==> config.mk <==
export PLATFORM = sky130hd
export DESIGN_NAME = exp_fp32_result_packer
export DESIGN_NICKNAME = d
export VERILOG_FILES = /design/src/rtl/exp_fp32_result_packer.sv
export SDC_FILE = /design/constraint.sdc
export NUM_CORES = 2
export LEC_CHECK = 0
export ABC_CLOCK_PERIOD_IN_PS = 16700
export BUFFER_PORTS_ARGS = -buffer_cell sky130_fd_sc_hd__buf_2
export CORE_ASPECT_RATIO = 1.75
export CORE_MARGIN = 2
export CORE_UTILIZATION = 62
export DETAILED_ROUTE_END_ITERATION = 6
export PLACE_DENSITY = 0.76
export SETUP_SLACK_MARGIN = 0.4
export SLEW_MARGIN = 10
export SYNTH_ARGS = -nofsm -noshare
export SYNTH_HDL_FRONTEND = slang
export SYNTH_SLANG_ARGS = --single-unit
export TNS_END_PERCENT = 30
==> constraint.sdc <==
create_clock -name clk -period 16.7 [get_ports clk]
set_input_delay 1.67 -clock clk [delete_from_list [all_inputs] [get_ports clk]]
set_output_delay 1.67 -clock clk [all_outputs]
set_load 0.1 [all_outputs]
==> src/rtl/exp_fp32_result_packer.sv <==
// ----------------------------------------------------------------------------
// exp_fp32_result_packer
//
// Sits after the fixed-latency 128-bit fp32 exp core. The core has no stall
// input, so every launched word must have a free slot waiting for it. This
// block buffers core results in a FIFO and only grants issue credit while
// (words buffered + words still inside the core) < FIFO_DEPTH. It also frames
// the buffered words as an AXI4-Stream with TLAST every param_len beats for
// the DMA S2MM channel.
//
// Optional feature macro: EXP_PACKER_OVERFLOW_DET_EN
//   defined     : sticky overflow flag sets on a dropped write; simulation-only
//                 assertion flags issue while issue_ready is low.
//   not defined : overflow tied low; dropped writes are silently discarded.
//
// Ports
//   clk, reset      single clock, synchronous active-high reset
//   start           pulse: latch param_len and open a frame (ignored while busy)
//   param_len       beats per frame (0 behaves as 1)
//   busy            frame in progress
//   done            one-cycle pulse after the TLAST beat is accepted
//   issue           upstream launched one word into the core this cycle
//   issue_ready     upstream may launch a word this cycle
//   s_valid/s_data  core result (no back-pressure, always written)
//   m_axis_*        AXI4-Stream master towards the DMA
//   overflow        sticky drop indicator
//   dbg_state       current FSM state (0 = IDLE, 1 = RUN)
//
// Handshake: a beat transfers on a cycle where m_axis_tvalid and
// m_axis_tready are both high. Once tvalid is high it stays high, with tdata
// and tlast unchanged, until that transfer happens; only reset drops it.
// ----------------------------------------------------------------------------
module exp_fp32_result_packer #(
    parameter int DATA_WIDTH = 128,
    parameter int FIFO_DEPTH = 16,
    parameter int LEN_WIDTH  = 32,
    parameter int CORE_LAT   = 8
) (
    input  logic                  clk,
    input  logic                  reset,
    input  logic                  start,
    input  logic [LEN_WIDTH-1:0]  param_len,
    output logic                  busy,
    output logic                  done,
    input  logic                  issue,
    output logic                  issue_ready,
    input  logic                  s_valid,
    input  logic [DATA_WIDTH-1:0] s_data,
    output logic [DATA_WIDTH-1:0] m_axis_tdata,
    output logic                  m_axis_tlast,
    output logic                  m_axis_tvalid,
    input  logic                  m_axis_tready,
    output logic                  overflow,
    output logic                  dbg_state
);

    localparam int AW = $clog2(FIFO_DEPTH);
    localparam int CW = AW + 1;
    // Extra headroom so protocol-violating over-issue does not wrap quickly.
    localparam int IW = AW + 4;

    // Elaboration-time sanity check on the configuration.
    if (FIFO_DEPTH < 4 || (FIFO_DEPTH & (FIFO_DEPTH - 1)) != 0 || CORE_LAT < 1) begin : g_bad_param
        $error("exp_fp32_result_packer: FIFO_DEPTH must be a power of two >= 4, CORE_LAT >= 1");
    end

    typedef enum logic {
        IDLE = 1'b0,
        RUN  = 1'b1
    } state_t;

    state_t                 state_q, state_d;
    logic [LEN_WIDTH-1:0]   len_q, len_d;
    logic [LEN_WIDTH-1:0]   beat_cnt_q, beat_cnt_d;
    logic                   done_q, done_d;
    logic                   issue_ready_q, issue_ready_d;
    logic [AW-1:0]          rd_ptr_q, rd_ptr_d;
    logic [AW-1:0]          wr_ptr_q, wr_ptr_d;
    logic [CW-1:0]          count_q, count_d;
    logic [IW-1:0]          inflight_q, inflight_d;
    logic [DATA_WIDTH-1:0]  mem_q [FIFO_DEPTH];

    logic                   fifo_empty;
    logic                   fifo_full;
    logic                   rd_en;
    logic                   wr_en;
    logic [31:0]            occupancy;

    // ------------------------------------------------------------------
    // FIFO datapath (first-word-fall-through head)
    // ------------------------------------------------------------------
    always_comb begin
        fifo_empty    = (count_q == '0);
        fifo_full     = (count_q == CW'(FIFO_DEPTH));
        m_axis_tvalid = (state_q == RUN) && !fifo_empty;
        m_axis_tdata  = m_axis_tvalid ? mem_q[rd_ptr_q] : '0;
        // beat_cnt only moves on a transfer, so tlast is stable while stalled.
        m_axis_tlast  = m_axis_tvalid && (beat_cnt_q == (len_q - LEN_WIDTH'(1)));
        rd_en         = m_axis_tvalid && m_axis_tready;
        // Writing into a full FIFO is fine when the head leaves this cycle.
        wr_en         = s_valid && (!fifo_full || rd_en);

        rd_ptr_d = rd_ptr_q + AW'(rd_en);
        wr_ptr_d = wr_ptr_q + AW'(wr_en);
        count_d  = count_q + CW'(wr_en) - CW'(rd_en);
    end

    // ------------------------------------------------------------------
    // Credit accounting
    // ------------------------------------------------------------------
    always_comb begin
        inflight_d = inflight_q;
        case ({issue, s_valid})
            2'b10:   inflight_d = inflight_q + IW'(1);
            2'b01:   if (inflight_q != '0) inflight_d = inflight_q - IW'(1);
            default: inflight_d = inflight_q;
        endcase
        // Evaluate on the post-update occupancy so that the credit withdrawn
        // by this cycle's issue is already visible next cycle.
        occupancy     = 32'(count_d) + 32'(inflight_d);
        issue_ready_d = (occupancy < 32'(FIFO_DEPTH));
    end

    // ------------------------------------------------------------------
    // Frame FSM
    // ------------------------------------------------------------------
    always_comb begin
        state_d    = state_q;
        len_d      = len_q;
        beat_cnt_d = beat_cnt_q;
        done_d     = 1'b0;
        case (state_q)
            IDLE: begin
                if (start) begin
                    len_d      = (param_len == '0) ? LEN_WIDTH'(1) : param_len;
                    beat_cnt_d = '0;
                    state_d    = RUN;
                end
            end
            RUN: begin
                if (rd_en) begin
                    if (m_axis_tlast) begin
                        state_d    = IDLE;
                        beat_cnt_d = '0;
                        done_d     = 1'b1;
                    end else begin
                        beat_cnt_d = beat_cnt_q + LEN_WIDTH'(1);
                    end
                end
            end
            default: state_d = IDLE;
        endcase
    end

    always_ff @(posedge clk) begin
        if (reset) begin
            state_q       <= IDLE;
            len_q         <= LEN_WIDTH'(1);
            beat_cnt_q    <= '0;
            done_q        <= 1'b0;
            issue_ready_q <= 1'b1;
            rd_ptr_q      <= '0;
            wr_ptr_q      <= '0;
            count_q       <= '0;
            inflight_q    <= '0;
        end else begin
            state_q       <= state_d;
            len_q         <= len_d;
            beat_cnt_q    <= beat_cnt_d;
            done_q        <= done_d;
            issue_ready_q <= issue_ready_d;
            rd_ptr_q      <= rd_ptr_d;
            wr_ptr_q      <= wr_ptr_d;
            count_q       <= count_d;
            inflight_q    <= inflight_d;
        end
    end

    // Storage needs no reset: occupancy is tracked by count_q.
    always_ff @(posedge clk) begin
        if (!reset && wr_en) begin
            mem_q[wr_ptr_q] <= s_data;
        end
    end

    assign busy        = (state_q == RUN);
    assign done        = done_q;
    assign issue_ready = issue_ready_q;
    assign dbg_state   = state_q;

    // ------------------------------------------------------------------
    // Overflow detection
    // ------------------------------------------------------------------
`ifdef EXP_PACKER_OVERFLOW_DET_EN
    logic overflow_q, overflow_d;

    always_comb begin
        overflow_d = overflow_q | (s_valid && fifo_full && !rd_en);
    end

    always_ff @(posedge clk) begin
        if (reset) begin
            overflow_q <= 1'b0;
        end else begin
            overflow_q <= overflow_d;
        end
    end

    assign overflow = overflow_q;

    issue_without_credit_a : assert property (
        @(posedge clk) disable iff (reset) !(issue && !issue_ready_q)
    ) else $error("exp_fp32_result_packer: issue while issue_ready low");
`else
    assign overflow = 1'b0;
`endif

endmodule
# [Word-level counts from Yosys, hierarchy flattened]
# Memories as Yosys holds them, arrays and structs flattened. A register that Yosys moved wholly into a read port is not among the register bits.
# Index checks and enable logic that the tools add are counted.
[word_totals] n_memories=1 elab_cells=59 regBits=88 ram_bits=2048 output_inout_bits=135
[op_classes] n_eq_ne=6 n_addsub=9 muxes=16 order_cmp=1 bitwise_logic=2 n_reduce_logical=15
[mem_list] memory="mem_q" words=16 width=128 read_ports=1 rd_ports_with_merged_regs=1 wr=1 line="81" rtl="logic [DATA_WIDTH-1:0] mem_q [FIFO_DEPTH];"
[op_table] op="128-bit 2-to-1 mux" count=1
[op_table] op="32-bit 2-to-1 mux" count=4
[op_table] op="32-bit one-hot mux with 2 select lines" count=1
[op_table] op="32-bit by 1-bit adder with 32-bit output (second input constant)" count=1
[op_table] op="32-bit == test" count=1
[op_table] op="32-bit zero test" count=1
[op_table] op="32-bit by 1-bit subtractor with 32-bit output (second input constant)" count=1
[op_table] op="8-bit one-hot mux with 2 select lines" count=1
[op_table] op="5-bit by 8-bit adder with 9-bit output" count=1
[op_table] op="9-bit by 5-bit < comparator with 1-bit output (second input constant)" count=1
[op_table] op="4-bit by 1-bit adder with 4-bit output" count=2
[op_table] op="8-bit by 1-bit adder with 8-bit output (second input constant)" count=1
[op_table] op="8-bit 2-to-1 mux" count=1
[op_table] op="8-bit nonzero test" count=1
[op_table] op="8-bit by 1-bit subtractor with 8-bit output (second input constant)" count=1
[op_table] op="1-bit 2-to-1 mux" count=6
[op_table] op="5-bit by 1-bit adder with 5-bit output" count=1
[op_table] op="5-bit == test (second input constant)" count=1
[op_table] op="1-bit logical AND" count=5
[op_table] op="5-bit zero test" count=1
[op_table] op="5-bit by 1-bit subtractor with 5-bit output" count=1
[op_table] op="4-bit 2-to-1 mux" count=1
[op_table] op="2-bit AND reduction" count=2
[op_table] op="1-bit zero test" count=3
[op_table] op="other kinds (8)" count=9

# [Logic depth before layout (Yosys ltp)]
[logic_depth] ltp_word=10 depth_mapped=22 depth_no_buf=22

# [Least setup slack after synthesis]
# Ideal clock, no wire load.
[synth_timing] path_type="input to register" start="input port m_axis_tready" end="memory mem_q[0][0], enable pin" path_buffers=0 t_required_ns=15.928 setup_ns=0.772 setup_slack_ns=4.565 path_stages=6 arrival_ns=11.363 path_cell_list="nand2_1 inv_1 o31ai_1 or2_2 or3_1 nor3_1"
[synth_between] elab_chain_cells=6
[synth_rtl] element="start: declaration" line="52" rtl="input logic m_axis_tready,"
[synth_rtl] element="1-bit logical AND" line="99" rtl="rd_en = m_axis_tvalid && m_axis_tready;"
[synth_rtl] element="1-bit logical OR" line="101" rtl="wr_en = s_valid && (!fifo_full || rd_en);"
[synth_rtl] element="1-bit logical AND" line="101"
[synth_rtl] element="1-bit logical AND" line="181" rtl="if (!reset && wr_en) begin"
[synth_rtl] element="1-bit 2-to-1 mux" line="181"
[synth_rtl] element="1-bit 2-to-1 mux (implied by the code)" line="182" rtl="mem_q[wr_ptr_q] <= s_data;"
[synth_rtl] element="end: declaration" line="81"
# No other way between the ends.

==> impl_metrics.yaml <==
global_route:
  top_usage_layer: "met2"
  antenna_found_initial: 44
  grt_use_met2_pct: 45.87
  grt_use_met3_pct: 5.852
  grt_overflow_total: 0
  grt_pass1_vias: 41010
  grt_use_total_pct: 27.87
  grt_pass1_wl_microns: 273500
  grt_start_max_net_pins: 161
  met1_usage_pct: 38.41
power_and_ir_drop:
  p_leak_nw: 28.67
  p_per_area_nw_per_um2: 125.8
  power_mw: 11.65
  vdd_drop_max_v: 0.0001363
floorplanning:
  die_w_microns: 280.9
  rows: 177
  top_level_ports: 301
  initial_core_util_pct: 62.50
  core_sq_um: 133100
  die_h_microns: 488.6
  fp.dieArea_sq_um: 137200
worst_setup_path:
  crit_family: "buffers and inverters"
  critical_path_class: "reg2out"
  path_max_fanout: 108
  slowest_delay_ps: 830
  cp.depth: 7
  slowest_stage: "dfxtp_4"
  critPathBufInv: 4
  critPathRequiredTime_ps: 15030
  critical_path.startpoint_type: "flop"
  end_kind: "output pin"
  arrival_ps: 5730
  crit_chain: "buf_4 > buf_4 > buf_12 > mux4_2 > mux4_2 > and2_1 > buf_2"
  ff2ff_path_depth: 16
timing:
  rsz0062_at_grt: "no"
  clock_skew_ps: 27.03
  fmaxAchievable_mhz: 135.2
  hold_viol: 0
  slew_violations: 0
  setup_viol: 0
  max-slew-margin-rel_pct: 23.30
  fin_crit_ps: 7399
  worst_pin_slew_ps: 1139
  tns_ps: 0
  fin_crit_sh_pct: 44.30
routing:
  viasPerCell: 6.604
  drt_first_pass_iters: 5
  ant_nets: 0
  drt_wl_total_microns: 186100
  drc: 0
  num_vias: 39900
  drtIter0Drc: 4722
  routedWlPerCell_microns: 30.79
synthesis:
  synthesis.nets: 3943
  synthCells: 3755
  synthXorXnorAreaFrac_pct: 0.6107
  syn_avg_cell_area_sq_um: 22.15
  yosysWarnings: 0
  yosys-mux-area-fraction_pct: 17.43
  synthSimpleGateAreaFrac_pct: 3.327
  synth_flop_cell: "edfxtp_1"
  synth_compound_area_share_pct: 1.125
  synthArstFlopShare_pct: 0
  ys_types: 70
  synthAdderAreaFrac_pct: 0.3399
  synth_area_sq_um: 83180
  ys_seq_elements: 2136
  yosysSeqAreaShare_pct: 76.05
  synth_edf_count: 2048
  synth_top_family_by_area: "multiplexers"
cts:
  cts-buffers-inserted: 179
  insertion_delay_ps: 800
  cts_setup_buffers: 0
  ctsHoldBuffers: 0
  cts_max_level: 4
  clk_pin_slew_worst_paths_ps: 70
  clockBufferDepth: 3
  cts_root_buf: "clkbuf_16"
  clock-sinks: 2136
  cts_resized: 0
  cts_tree: "built"
layout:
  synthToLayoutAreaGrowth_pct: 11.34
  stdcell_count: 6042
  nFillCells: 7888
  drive_gt1_share_pct: 30.77
  stdcell_area_sq_um: 92620
  mostFrequentLayoutCells: "edfxtp_1 (2048), mux4_2 (640), buf_2 (299), clkbuf_16 (183)"
  finalNetCount: 4280
  layout_commonest_cell: "edfxtp_1"
place:
  place_hpwl_microns: 91190
  gp_congestion: 0.9441
  io_buffers: 299
  placed_cells: 5701
  place_area_sq_um: 86870
status:
  status: "finished clean"
job:
  cap_viol_max_count: 0
worst_hold_path:
  min_path_type: "reg2reg"
  hold_depth: 2
metrics by stage:
step	setup WS (ps)	util, %	hold WS, ps
after floorplan	4565	-	449.6
after global placement	9962	65.26	460.4
after detailed placement	9912	65.26	468.3
after CTS	9042	69.55	477.8
after global routing	8816	69.56	503.9
final	9301	69.58	473.0
final cells by class:
class                           count  area (sq um)  area share (%)
Tap cell                         1790          2240           2.418
Multi-Input combinational cell   1383         19120           20.64
Timing Repair Buffer              364          2122           2.291
Sequential cell                  2136         63280           68.32
Clock inverter                     91         930.9           1.005
Antenna cell                       18         45.04         0.04863
Inverter                           28         110.1          0.1189
Clock buffer                      232          4773           5.154
state kept, by name, summed over array words and instances, names as in the netlist:
register / flops
mem_q: 2048
beat_cnt_q: 32
len_q: 32
inflight_q: 8
count_q: 5
rd_ptr_q: 4
wr_ptr_q: 4
busy: 1
done: 1
issue_ready: 1
worst paths after layout:
check	from	to	slack (ps)
worst max register to register	count_q[2]	mem_q[6][75]	9810
worst min register to register	len_q[31]	len_q[31]	470
worst min-delay path	len_q[31]	len_q[31]	470
worst max-delay path	rd_ptr_q[0]	m_axis_tdata[18]	9300
kinds of logic (layout without fill, tap and decap cells):
logic type / Yosys count / count (layout)
DFF: 2136 / 2136
muxes: 648 / 648
and+or+nand+nor: 525 / 525
buffers and inverters: 236 / 715
AOI/OAI and AO/OA: 129 / 129
xor gates and xnor gates: 58 / 58
adders and majority gates: 22 / 22
other: 1 / 19
cell usage after synthesis (all sizes together) (3+ instances only):
cell type	instances	share of area, %
nor4b	6	0.063
mux2	4	0.059
and2	131	0.99
o21a	3	0.027
and3	10	0.075
o311ai	16	0.29
o21ai	22	0.13
nor3b	3	0.027
nand3b	7	0.063
a22o	3	0.032
buf	67	0.35
edfxtp	2048	74
mux4	640	17
o211ai	3	0.027
a211oi	3	0.033
a31oi	4	0.030
or3	8	0.068
dfxtp	88	2.1
nand3	55	0.33
o31ai	3	0.027
nand4	11	0.083
nand2	131	0.59
or4	5	0.050
nor2b	18	0.14
nand2b	10	0.075
nor2	69	0.31
ha	21	0.32
or2	4	0.030
a21o	5	0.045
clkbuf	141	0.64
xor2	22	0.23
a21oi	50	0.30
nor4	25	0.21
inv	28	0.13
xnor2	36	0.38
mux2i	4	0.048
nor3	25	0.15
layer usage:
metal,vias to the layer above,part of all wire (%),routed length (microns)
met1,21190,38,70060
met3,362,9.2,17070
li1,16390,-,-
met4,52,2.5,4695
met5,-,0.17,317
met2,1910,50,93920
worst reg2reg max path, cell delays in order (launching register included):
cell and delay [ps]:
dfxtp_1 360, inv_1 80, ha_1 190, or3b_2 200, o21ai_0 370, inv_6 820
nand2_1 350, inv_1 330, o31ai_1 120, buf_4 160, or2_2 300, nor2_1 90
nand2_1 220, nor2_4 420, buf_4 560, buf_4 880, buf_4 980
power by group:
| part | switching (mW) | leakage (nW) | internal, mW |
|---|---|---|---|
| Combinational | 1.02 | 6.72 | 0.514 |
| Sequential | 0.0466 | 19.2 | 5.96 |
| Clock | 1.84 | 2.78 | 2.27 |
(Power assumes the default switching activity.)
